`src/rtl/u_therm_decoder64.sv`:
```
// ----------------------------------------------------------------------------
// u_therm_decoder64
//
// Streaming 64-bit thermometer-to-binary decoder, the inverse of the 64-bit
// thermometer encoder. Thermometer words (ones packed from the LSB) enter
// over a valid/ready handshake. The ones level leaves two register stages
// later, together with a flag for words that were not legal thermometer
// codes. A saturating counter tracks how many accepted words were bubbles.
//
// Ports
//    i_clk        in   1         clock, rising edge
//    i_rstn       in   1         asynchronous active-low reset
//    i_in         in   64        thermometer word, bit0 = first segment
//    i_in_valid   in   1         i_in valid
//    o_in_ready   out  1         decoder accepts i_in this cycle
//    o_out        out  7         decoded level, 0..64
//    o_out_err    out  1         word behind o_out was a bubble
//    o_out_valid  out  1         o_out / o_out_err valid
//    i_out_ready  in   1         downstream accepts o_out this cycle
//    i_err_clr    in   1         synchronous clear of o_err_cnt
//    o_err_cnt    out  ERRCNT_W  saturating count of accepted bubble words
//
// Parameters
//    ERRCNT_W     width of the saturating bubble counter (default 16)
//
// Build option
//    THERM_BUBBLE_POPCNT_EN  defined: a bubble word decodes to its popcount.
//                            undefined: a bubble word decodes to the index
//                            of its highest set bit plus one.
//    Legal codes decode identically in both builds.
// ----------------------------------------------------------------------------
module u_therm_decoder64 #(
   parameter int ERRCNT_W = 16
) (
   input  logic                i_clk,
   input  logic                i_rstn,
   input  logic [63:0]         i_in,
   input  logic                i_in_valid,
   output logic                o_in_ready,
   output logic [6:0]          o_out,
   output logic                o_out_err,
   output logic                o_out_valid,
   input  logic                i_out_ready,
   input  logic                i_err_clr,
   output logic [ERRCNT_W-1:0] o_err_cnt
);

   localparam logic [ERRCNT_W-1:0] ERR_MAX = {ERRCNT_W{1'b1}};

   // Stage 1: raw word and its bubble flag
   logic        s1Valid_q, s1Valid_d;
   logic [63:0] s1Data_q,  s1Data_d;
   logic        s1Err_q,   s1Err_d;

   // Stage 2: decoded level and error flag, drives the outputs
   logic        s2Valid_q, s2Valid_d;
   logic [6:0]  s2Level_q, s2Level_d;
   logic        s2Err_q,   s2Err_d;

   logic [ERRCNT_W-1:0] errCnt_q, errCnt_d;

   logic        adv2;
   logic        inReady;
   logic        inXfer;
   logic        inBubble;
   logic [6:0]  s1Level;

   // A legal code 2^k-1 has no carry chain overlap: adding one clears every
   // set bit, so w & (w+1) is zero. The all-ones word wraps to zero and is
   // therefore also legal. Any remaining overlap means a gap below a one.
   always_comb begin
      inBubble = |(i_in & (i_in + 64'd1));
   end

   // Decode of the word held in stage 1. Both variants agree on legal codes;
   // they only differ in how ones above a gap are weighed.
`ifdef THERM_BUBBLE_POPCNT_EN
   always_comb begin
      s1Level = '0;
      for (int i = 0; i < 64; i++) begin
         s1Level = s1Level + 7'(s1Data_q[i]);
      end
   end
`else
   always_comb begin
      s1Level = '0;
      for (int i = 0; i < 64; i++) begin
         if (s1Data_q[i]) begin
            s1Level = 7'(i + 1);
         end
      end
   end
`endif

   // Handshake and next-state logic. Stage 2 advances when it is empty or
   // being drained; stage 1 can take a new word when it is empty or when it
   // is moving into stage 2 this cycle, which keeps a full pipe streaming at
   // one word per clock. Ready never looks at i_in_valid.
   always_comb begin
      adv2     = ~s2Valid_q | i_out_ready;
      inReady  = ~s1Valid_q | adv2;
      inXfer   = i_in_valid & inReady;

      s1Valid_d = s1Valid_q;
      s1Data_d  = s1Data_q;
      s1Err_d   = s1Err_q;
      s2Valid_d = s2Valid_q;
      s2Level_d = s2Level_q;
      s2Err_d   = s2Err_q;
      errCnt_d  = errCnt_q;

      if (inReady) begin
         s1Valid_d = i_in_valid;
         if (inXfer) begin
            s1Data_d = i_in;
            s1Err_d  = inBubble;
         end
      end

      // Data only moves on a real word, so an idle output keeps its last
      // value rather than picking up stale stage-1 contents.
      if (adv2) begin
         s2Valid_d = s1Valid_q;
         if (s1Valid_q) begin
            s2Level_d = s1Level;
            s2Err_d   = s1Err_q;
         end
      end

      // Clear wins over a same-cycle bubble; the counter sticks at its max.
      if (i_err_clr) begin
         errCnt_d = '0;
      end else if (inXfer && inBubble && (errCnt_q != ERR_MAX)) begin
         errCnt_d = errCnt_q + ERRCNT_W'(1);
      end
   end

   // State registers; reset empties the pipe so in-flight words vanish.
   always_ff @(posedge i_clk or negedge i_rstn) begin
      if (!i_rstn) begin
         s1Valid_q <= 1'b0;
         s1Data_q  <= '0;
         s1Err_q   <= 1'b0;
         s2Valid_q <= 1'b0;
         s2Level_q <= '0;
         s2Err_q   <= 1'b0;
         errCnt_q  <= '0;
      end else begin
         s1Valid_q <= s1Valid_d;
         s1Data_q  <= s1Data_d;
         s1Err_q   <= s1Err_d;
         s2Valid_q <= s2Valid_d;
         s2Level_q <= s2Level_d;
         s2Err_q   <= s2Err_d;
         errCnt_q  <= errCnt_d;
      end
   end

   // Output drive
   always_comb begin
      o_in_ready  = inReady;
      o_out       = s2Level_q;
      o_out_err   = s2Err_q;
      o_out_valid = s2Valid_q;
      o_err_cnt   = errCnt_q;
   end

endmodule

```
`config.mk`:
```
export PLATFORM = sky130hd
export DESIGN_NAME = u_therm_decoder64
export DESIGN_NICKNAME = d
export VERILOG_FILES = /design/src/rtl/u_therm_decoder64.sv
export SDC_FILE = /design/constraint.sdc
export NUM_CORES = 1
export LEC_CHECK = 0
export CAP_MARGIN = 20
export CORE_AREA = 10 10 117 119
export CTS_CLUSTER_DIAMETER = 200
export CTS_CLUSTER_SIZE = 8
export DETAILED_ROUTE_END_ITERATION = 12
export DIE_AREA = 0 0 127 129
export DONT_BUFFER_PORTS = 1
export PLACE_DENSITY = 0.65
export REMOVE_ABC_BUFFERS = 1
export SETUP_SLACK_MARGIN = 0.5
export SLEW_MARGIN = 30
export SYNTH_ARGS = -nofsm -noshare
export SYNTH_HDL_FRONTEND = slang
export SYNTH_SLANG_ARGS = --single-unit
```
`constraint.sdc`:
```
create_clock -name i_clk -period 2.06 [get_ports i_clk]
set_clock_uncertainty 0.15 [all_clocks]
set_input_delay 0.412 -clock i_clk [delete_from_list [all_inputs] [get_ports i_clk]]
set_output_delay 0.412 -clock i_clk [all_outputs]
set_load 0.01 [all_outputs]
```
==> summary.txt, run 1 <==
Pwr
  – VDD IR max: 0.000481 V
  – LEAKAGE: 2.83 nW
  – Cell Pwr Density: ~740 nW/um2
  – Pwr Total: 5.07 mW

Synthesis
  – Yosys cell types: 59
  – XOR/XNOR Fraction of Synth Area: 0.00351
  – Syn Area/Cell: 9.64 um2
  – Post-synthesis mux area share: 0.149
  – Ys Warns: 0
  – Post-Synth Simple-Gate Area: 0.209
  – Syn Std Cell Area: 4990 um2
  – Async SR Flop Fraction: 1.00
  – Dominant combinational cell family by area after synthesis: simple AND/OR/NAND/NOR gates
  – Synthesized flop and latch total: between 90 and 100
  – Number of synthesized flops with an enable pin: 0
  – Post-Syn Instances: around 520
  – Compound-Gate Fraction of Synth Area: 0.152
  – Ys flop type: dfrtp_1
  – Area share of fa/ha/maj cells after synthesis: 0.00251
  – Post-synthesis sequential area ratio: 0.456

Final layout
  – Final nets: 696
  – Layout cells sized above 1: 0.420
  – Post-layout util: 0.605
  – Most common cell after layout, fill and taps aside: dfrtp_1
  – N_diodes: 0
  – P&R area growth vs syn: 37.2%
  – Commonest non-fill, non-tap cells in the layout: dfrtp_1 (91), buf_4 (82), mux2_2 (59)

Worst setup path
  – Critical path required time: roughly 2100 ps
  – CP max stage delay: 380 ps
  – Buf/Inv on CP: 2
  – Cell family with most CP delay: compound AO/OA/AOI/OAI gates
  – Slowest-stage cell, CP: a222oi_1
  – CP Capture Type: flip-flop
  – Crit path DAT: 2510 ps
  – Critical Setup Path Class: in -> reg
  – CP Cell Sequence: inv_1 > a222oi_1 > nand4_1 > a2111oi_4 > o2111ai_2 > nor4_2 > buf_4 > a211oi_4 > and3_4 > mux2_4
  – Crit-path max FO: 3
  – Crit path launch type: input pin

Global routing
  – Met1 Use GR: 0.242
  – Global-route wire length before repair: roughly 25 mm
  – Vias in the first global route: 4,561
  – Initial antenna violation count: 0
  – Met3 Use GR: 0.0674
  – Gr usage total: 0.191
  – Global route hottest layer: met2
  – Total gr overflow: 0
  – Largest net degree at the start of global routing: 92
  – M2 GR Usage: 0.296

Clocking
  – TritonCTS Buffers: 9
  – Clock Pin Slew Worst Setup and Hold Paths: 70 ps
  – Sink Count: 91
  – CTS root buf: clkbuf_16
  – CTS max path bufs: 2
  – CTS tree: built
  – Clock latency on the worst-skew pair: about 340 ps
  – Hold-fix buffers, CTS: 1
  – Max H-tree Level: 3

Outcome
  – Failing checks: negative hold slack, negative setup slack
  – Status: complete, but fails checks

Drt
  – Vias: 4,691
  – Drt pass-1 iters: 5
  – ANT nets after route: 0
  – Drt total wl: between 15 and 20 mm
  – DRC violations left: 0
  – Wire length per cell: ~22 um
  – DRT iter0 DRCs: 436
  – Mean number of vias per cell: slightly above 6

Worst hold path
  – Worst Hold Class: in -> async

Place
  – DP HPWL: ~12 mm
  – GP Congestion: 0.908
  – Port bufs: 0
  – Pre-CTS WS: -1060 ps

Floorplanning
  – Row cnt: 39
  – Die width: 127 um
  – Die Y: ~130 um
  – DIE AREA: around 16,000 um2
  – Initial core utilization: 0.441
  – Core Footprint: around 11,000 um2
  – I/O pin cnt: 95

STA
  – Pins over their slew limit: 0
  – Pin slew with the least headroom to its limit: 488 ps
  – Clock period minus worst slack: 2430 ps
  – Crit share post-route: 1.18
  – Final setup fails: 19
  – Max Clk Rate: 411 MHz
  – Min Hold Slack: -385 ps
  – Slew headroom: 0.670
  – Post-route setup slack: -372 ps
  – RSZ-0062 raised after global routing: yes
  – Final hold viol count: 91

Flow run
  – MaxCap Viol Count: 0
stage by stage:
stage	hold WS [ps]	setup TNS, ps	cells	instance area, um2
after floorplan	-33.6	-68960	506	4940
after global placement	-28.7	-15120	738	5800
after detailed placement	-28.3	-17340	738	5800
after CTS	-388	-6190	759	6430
after global routing	-398	-7840	774	6850
final	-385	-5400	774	6850
power breakdown:
group / leakage (nW) / switching, mW / internal, mW
clock network: 0.141 / 0.709 / 1.06
registers: 1.10 / 0.245 / 2.02
logic: 1.59 / 0.481 / 0.556
total: 2.83 / 1.44 / 3.64
area by class of cell:
cell class | count | area (um2)
clock buffers | 10 | 229
clock inverters | 6 | 90.1
fillers | 933 | 4470
inverters | 21 | 78.8
multi-input cells | 394 | 2990
flip-flops and latches | 91 | 2280
well taps | 143 | 179
repair buffers | 109 | 1010
cells by family after synthesis:
group / after synthesis
compound gates: 119
xor+xnor: 2
fa+ha+maj: 1
buf+inv: 33
flops: 91
mux: 65
simple gates: 207
cell usage after synthesis (all sizes together) (3+ instances only):
library cell  number  share of area
a211oi             6          0.011
a21oi             34          0.034
and4               4         0.0070
clkbuf            10         0.0075
dfrtp             91           0.46
inv               21          0.016
mux2              64           0.15
nand2             58          0.044
nand2b             3         0.0038
nand3             17          0.017
nand4             14          0.019
nor2              49          0.037
nor2b              6         0.0075
nor3              19          0.021
nor4              16          0.024
o2111ai            3         0.0053
o211ai             3         0.0045
o21ai             36          0.036
o22ai              3         0.0038
o31ai             11          0.017
or2                4         0.0050
or3                4         0.0050
or4                7          0.011
layer usage:
layer	share of wire	vias to the layer above
met5	0	-
met3	0.10	39
met1	0.39	2309
li1	-	2140
met2	0.48	203
met4	0.026	0
final timing paths:
path                               from       endpoint  slack [ps]  cells after the start
setup / recovery               i_in[22]  o_err_cnt[15]        -370                     10
hold / removal                   i_rstn   s1Data_q[16]        -380                      0
setup reg to reg           o_err_cnt[0]  o_err_cnt[14]        -270                      8
hold reg to reg                 s1Err_q        s1Err_q         330                      2
max in group asynchronous        i_rstn   o_err_cnt[1]        1980                      0
min in group i_clk           i_in_valid      s1Valid_q          40                      1
sequential cells by signal, indices dropped and copies added, names as in the netlist:
name and cells:
s1Data_q 64, o_out_valid 1, o_out_err 1, s1Valid_q 1
o_err_cnt 16, s1Err_q 1, o_out 7
what timing repair did:
item                                    4_1_cts  5_1_grt
hold endpoints to repair                    100       91
resized for setup                            63       53
gates cloned                                  2        4
pin swaps                                    51       39
endpoints found under the setup margin       83       82
buffers inserted                              2       11
Power figures use the tool's default switching activity.
==> run 2: changes to the inputs <==
CORE_AREA = 10 10 104 106   (was 10 10 117 119)
DIE_AREA = 0 0 114 116   (was 0 0 127 129)
PLACE_DENSITY = 0.79   (was 0.65)
==> summary.txt, run 2 (synthesized netlist as in run 1, its figures left out) <==
Pwr
  – Internal power: 3.19 mW (-12%)
  – VDD IR max: 0.000454 V (-5.6%)
  – Switch Pwr: 1.44 mW (+0.40%)
  – Switching part of the total power: 0.311 (+0.0283)
  – Pwr Total: 4.63 mW (-8.7%)
  – Seq pwr share: 0.493 (+0.047)
  – Clk pwr share: 0.274 (-0.076)
  – Comb pwr share: 0.233 (+0.029)
  – Cell Pwr Density: 673 nW/um2 (-9.1%)
  – LEAKAGE: 2.97 nW (+4.9%)

Clocking
  – CTS tree: built
  – CTS root buf: clkbuf_8
  – Clock Pin Slew Worst Setup and Hold Paths: 100 ps (+30 ps)
  – Max H-tree Level: 3 (unchanged)
  – CTS max path bufs: 2 (unchanged)
  – TritonCTS Buffers: 9 (unchanged)
  – Clock latency on the worst-skew pair: 380 ps (+40 ps)
  – Sink Count: 91 (unchanged)

Final layout
  – Final nets: 696 (unchanged)
  – Max reg flops: 64 (unchanged)
  – Register name with the most flops: s1Data_q
  – Layout cells sized above 1: 0.418 (-0.00158)
  – P&R area growth vs syn: 37.8%
  – Commonest non-fill, non-tap cells in the layout: dfrtp_1 (90), buf_4 (85), nand2_1 (52)
  – Most common cell after layout, fill and taps aside: dfrtp_1
  – N_diodes: 0 (unchanged)
  – Design area: 6880 um2 (+0.44%)

STA
  – Pins over their slew limit: 0 (unchanged)
  – Final hold viol count: 91 (unchanged)
  – RSZ-0062 raised after global routing: yes
  – Setup TNS Final: -5980 ps (-572 ps)
  – Clock period minus worst slack: 2450 ps (+14.1 ps)
  – Min Hold Slack: -430 ps (-45.5 ps)
  – Post-route setup slack: -386 ps (-14.1 ps)
  – Pin slew with the least headroom to its limit: 524 ps (+36.4 ps)
  – Max Clk Rate: 409 MHz (-0.58%)
  – Final setup fails: 20 (+1)
  – Slew headroom: 0.649 (-0.0212)
  – Crit share post-route: 1.19 (+0.00683)

Drt
  – Drt total wl: 17.5 mm (+2.8%)
  – Wire length per cell: 23.6 um (+7.7%)
  – ANT nets after route: 0 (unchanged)
  – Drt pass-1 iters: 5 (unchanged)
  – Vias: 4,850 (+3.4%)
  – DRT iter0 DRCs: 505 (+16%)
  – DRC violations left: 0 (unchanged)
  – Mean number of vias per cell: 6.56 (+8.3%)

Worst setup path
  – CP Capture Type: flip-flop
  – Crit path launch type: input pin
  – Worst r2r path cells: 7 (-1)
  – Critical Setup Path Class: in -> reg
  – Crit path DAT: 2590 ps (+80 ps)
  – Critical path required time: 2210 ps (+70 ps)
  – Crit-path max FO: 7 (+4)

Global routing
  – Initial antenna violation count: 0 (unchanged)
  – Gr usage total: 0.233 (+0.0423)
  – Vias in the first global route: 4,682 (+2.7%)
  – Total gr overflow: 0 (unchanged)
  – Largest net degree at the start of global routing: 92 (unchanged)
  – Global-route wire length before repair: 24.7 mm (-1.6%)

Floorplanning
  – Die width: 114 um (-10%)
  – Initial core utilization: 0.575 (+0.134)
  – Core Footprint: 8680 um2 (-23%)
  – Die Y: 116 um (-10%)
  – I/O pin cnt: 95 (unchanged)
  – DIE AREA: 13,200 um2 (-19%)
  – Row cnt: 34 (-13%)

Place
  – Port bufs: 0 (unchanged)
  – GP Congestion: 0.954 (+5.0%)
  – Placed inst area: 5680 um2 (-2.0%)
  – DP HPWL: 11.4 mm (-2.9%)
  – Pre-CTS WS: -998 ps (+60.7 ps)

Outcome
  – Failing checks: negative hold slack, negative setup slack
  – Status: complete, but fails checks

Worst hold path
  – Worst Hold Class: in -> async

Flow run
  – MaxCap Viol Count: 0 (unchanged)
[run 2: cell types whose count changed in the layout (fill, tap and decap cells not counted), moves of 3 or more]
cell,before,now
o21ai_1,4,10
clkbuf_8,0,9
buf_6,18,12
o31ai_2,4,1
mux2_4,5,47
buf_4,82,85
o21ai_2,9,5
nor4_4,3,6
clkbuf_16,12,4
o31ai_1,6,9
mux2_2,59,17
[run 2: critical path: stages]
cell	delay [ps]
nand4_1	170
buf_4	190
buf_4	120
buf_4	120
nor3_1	140
o21ai_1	100
o41ai_1	100
o2111ai_2	240
a211oi_4	340
and2_4	250
buf_8	150
o31ai_4	70
a21oi_2	190
[run 2: metal layers]
layer,part of all wire,up-vias,global-route usage
li1,-,2127,-
met1,0.39,2429,0.294
met2,0.47,234,0.379
met3,0.10,58,0.0729
met4,0.031,2,0.0660
met5,0.0015,-,0
[run 2: power groups by stage]
stage	clock [mW]	combinational, mW	sequential, mW
after floorplan	0	0.487	2.23
after global placement	0	0.724	2.25
after detailed placement	0	0.744	2.27
after CTS	1.26	0.870	2.25
after global routing	1.35	1.16	2.31
final	1.27	1.08	2.28
[run 2: timing repair]
action | CTS | global route
resized for setup | 64 | 99
hold endpoints to repair | 101 | 100
endpoints found under the setup margin | 84 | 82
pin swaps | 33 | 36
setup buffers | 8 | 11
hold buffers | 1 | 1
gates cloned | 2 | 5
[run 2: stage by stage]
step                      std cells   util
after floorplan                 506      -
after global routing            739  0.793
after global placement          695  0.655
after detailed placement        695  0.655
after CTS                       722  0.721
final                           739  0.793
[run 2: layout make-up]
| class | instances | area (um2) |
|---|---|---|
| multi-input cells | 394 | 3160 |
| clock inverters | 7 | 75.1 |
| flip-flops and latches | 91 | 2280 |
| well taps | 108 | 135 |
| fillers | 522 | 1800 |
| repair buffers | 109 | 1020 |
| inverters | 21 | 78.8 |
| clock buffers | 9 | 124 |
[run 2: path summary, 6_finish.rpt]
check / to / slack [ps] / start
max in group asynchronous: s1Data_q[51] / 2030 / i_rstn
min reg2reg: s1Err_q / 340 / s1Err_q
max: o_err_cnt[10] / -390 / i_in[18]
min: s1Data_q[17] / -430 / i_rstn
min in group i_clk: s1Data_q[14] / 20 / i_in[14]
max reg2reg: o_err_cnt[14] / -370 / o_err_cnt[9]
==> run 3: changes to the inputs <==
CORE_AREA = 10 10 115 117   (was 10 10 104 106)
DIE_AREA = 0 0 125 127   (was 0 0 114 116)
DONT_BUFFER_PORTS = unset   (was 1)
GPL_TIMING_DRIVEN = 0   (was unset)
PLACE_DENSITY = 0.78   (was 0.79)
==> summary.txt, run 3 (synthesized netlist as in run 1, its figures left out) <==
Worst setup path
  – CP Capture Type: flip-flop
  – Cell family with most CP delay: compound AO/OA/AOI/OAI gates
  – Crit-path max FO: 4 (-3)
  – CP max stage delay: 360 ps (+20 ps)
  – CP Cell Sequence: buf_4 > nand4_1 > buf_4 > nor4_1 > o21ai_1 > o41ai_2 > o2111ai_2 > a211oi_4 > buf_6 > a211oi_4 > and4_1 > mux2_4
  – Critical path required time: 2140 ps (-70 ps)
  – Critical Setup Path Class: in -> reg
  – Buf/Inv on CP: 3 (-1)
  – Crit path launch type: input pin
  – Slowest-stage cell, CP: nor4_1
  – FF-to-FF setup slack: -340 ps (+30 ps)
  – Crit path DAT: 2810 ps (+220 ps)

Clocking
  – Clock latency on the worst-skew pair: 350 ps (-30 ps)
  – CTS tree: built
  – Sink Count: 91 (unchanged)
  – Clock Pin Slew Worst Setup and Hold Paths: 70 ps (-30 ps)
  – CTS root buf: clkbuf_16
  – Max H-tree Level: 3 (unchanged)
  – CTS max path bufs: 2 (unchanged)
  – TritonCTS Buffers: 9 (unchanged)

Global routing
  – Vias in the first global route: 5,290 (+13%)
  – Initial antenna violation count: 1 (+1)
  – Gr usage total: 0.221 (-0.0124)
  – Total gr overflow: 0 (unchanged)
  – Largest net degree at the start of global routing: 51 (-45%)
  – Global-route wire length before repair: 28.8 mm (+17%)

Final layout
  – Register name with the most flops: s1Data_q
  – Post-layout util: 0.744 (-0.0485)
  – P&R area growth vs syn: 65.8%
  – Most common cell after layout, fill and taps aside: dfrtp_1
  – Final nets: 782 (+12%)
  – Layout fillers: 678 (+30%)
  – Layout cells sized above 1: 0.497 (+0.0781)
  – Commonest non-fill, non-tap cells in the layout: dfrtp_1 (86), mux2_4 (59), buf_6 (50), buf_4 (50), nor2_1 (43)
  – Max reg flops: 64 (unchanged)

Outcome
  – Failing checks: negative setup slack
  – Status: complete, but fails checks

STA
  – Final hold viol count: 0 (-100%)
  – Clock period minus worst slack: 2730 ps (+281 ps)
  – Crit share post-route: 1.32 (+0.137)
  – RSZ-0062 raised after global routing: yes
  – Max Clk Rate: 367 MHz (-10%)
  – Setup TNS Final: -10,340 ps (-4370 ps)
  – Post-route setup slack: -668 ps (-281 ps)
  – Final setup fails: 20 (unchanged)
  – Pin slew with the least headroom to its limit: 815 ps (+290 ps)
  – Pins over their slew limit: 0 (unchanged)
  – Slew headroom: 0.455 (-0.194)

Place
  – Port bufs: 94 (+94)
  – GP Congestion: 0.899 (-5.8%)
  – DP HPWL: 11.2 mm (-1.8%)

Floorplanning
  – Row cnt: 39 (+15%)
  – Die width: 125 um (+9.6%)
  – I/O pin cnt: 95 (unchanged)
  – Core Footprint: 11,100 um2 (+28%)
  – Die Y: 127 um (+9.5%)
  – Initial core utilization: 0.449 (-0.127)
  – DIE AREA: 15,900 um2 (+20%)

Drt
  – Wire length per cell: 23.6 um (-0.33%)
  – Drt pass-1 iters: 6 (+1)
  – Met2 WL post-DR: 9.83 mm (+19%)
  – Drt total wl: 20.3 mm (+16%)
  – DRC violations left: 0 (unchanged)
  – Mean number of vias per cell: 6.34 (-3.4%)
  – Routed wl met3: 1.73 mm (-1.9%)
  – Wl on met1: 7.65 mm (+12%)
  – Uppermost layer routed: met4
  – DRT iter0 DRCs: 587 (+16%)
  – ANT nets after route: 0 (unchanged)
  – Vias: 5,456 (+12%)

Flow run
  – MaxCap Viol Count: 0 (unchanged)

Worst hold path
  – Worst Hold Class: in -> reg

Pwr
  – Cell Pwr Density: 666 nW/um2 (-1.1%)
  – LEAKAGE: 3.68 nW (+24%)
  – Pwr Total: 5.51 mW (+19%)
  – VDD IR max: 0.000390 V (-14%)
-- run 3: changes by cell type in the layout (fill, tap and decap cells not counted), moves of 12 or more --
cell             previous run  this run
clkbuf_2                    0        14
mux2_4                     47        59
buf_6                      12        50
clkdlybuf4s15_1             0        12
buf_4                      85        50
dlygate4sd2_1               0        14
buf_8                       1        15
mux2_2                     17         5
-- run 3: metal layers --
layer  GRT usage  up-vias
li1            -     2320
met1       0.275     2702
met2       0.365      338
met3      0.0467       96
met4      0.0908        0
met5           0        -
-- run 3: worst paths after layout --
kind | cells after the start | start | end
max in group asynchronous | 3 | i_rstn | s1Data_q[56]
hold / removal | 2 | i_in[17] | s1Data_q[17]
hold reg to reg | 2 | s1Err_q | s1Err_q
setup / recovery | 12 | i_in[6] | o_err_cnt[13]
min in group asynchronous | 2 | i_rstn | s1Data_q[34]
setup reg to reg | 7 | o_err_cnt[0] | o_err_cnt[13]
-- run 3: stage by stage --
step	instances	hold slack [ps]	worst slack, ps	cell area [um2]
after floorplan	506	-33.6	-1450	4940
after global placement	743	308	-2820	6060
after detailed placement	745	207	-1920	6110
after CTS	837	146	-439	7710
after global routing	860	148	-711	8280
final	861	147	-668	8280
-- run 3: worst register-to-register path, stage by stage (launching register included) --
cell and delay, ps:
dfrtp_1 390, ha_1 220, nand3_1 170, nor2_1 140, a41o_2 360, a211oi_4 280, and4_1 270, mux2_4 300
-- run 3: cell type report --
class,count,area [um2],share of cell area
multi-input combinational,397,3440,0.415
sequential,91,2280,0.276
timing repair buffer,192,2000,0.241
clock buffer,11,243,0.0293
tap,143,179,0.0216
inverter,21,78.8,0.00952
clock inverter,5,60.1,0.00725
antenna,1,2.50,0.000302
-- run 3: power by group --
part,switching (mW),leakage (nW),internal [mW]
combinational,0.684,2.43,0.790
sequential,0.287,1.10,2.02
clock,0.749,0.147,0.982
total,1.72,3.68,3.79
-- run 3: timing repair --
action                                  CTS  global route
hold buffers                              1             0
pin swaps                                70            40
buffers inserted                         67            20
cloned                                    8             3
endpoints found under the setup margin  114           108
endpoints found under the hold margin    41             0
gates resized for setup                 446           140
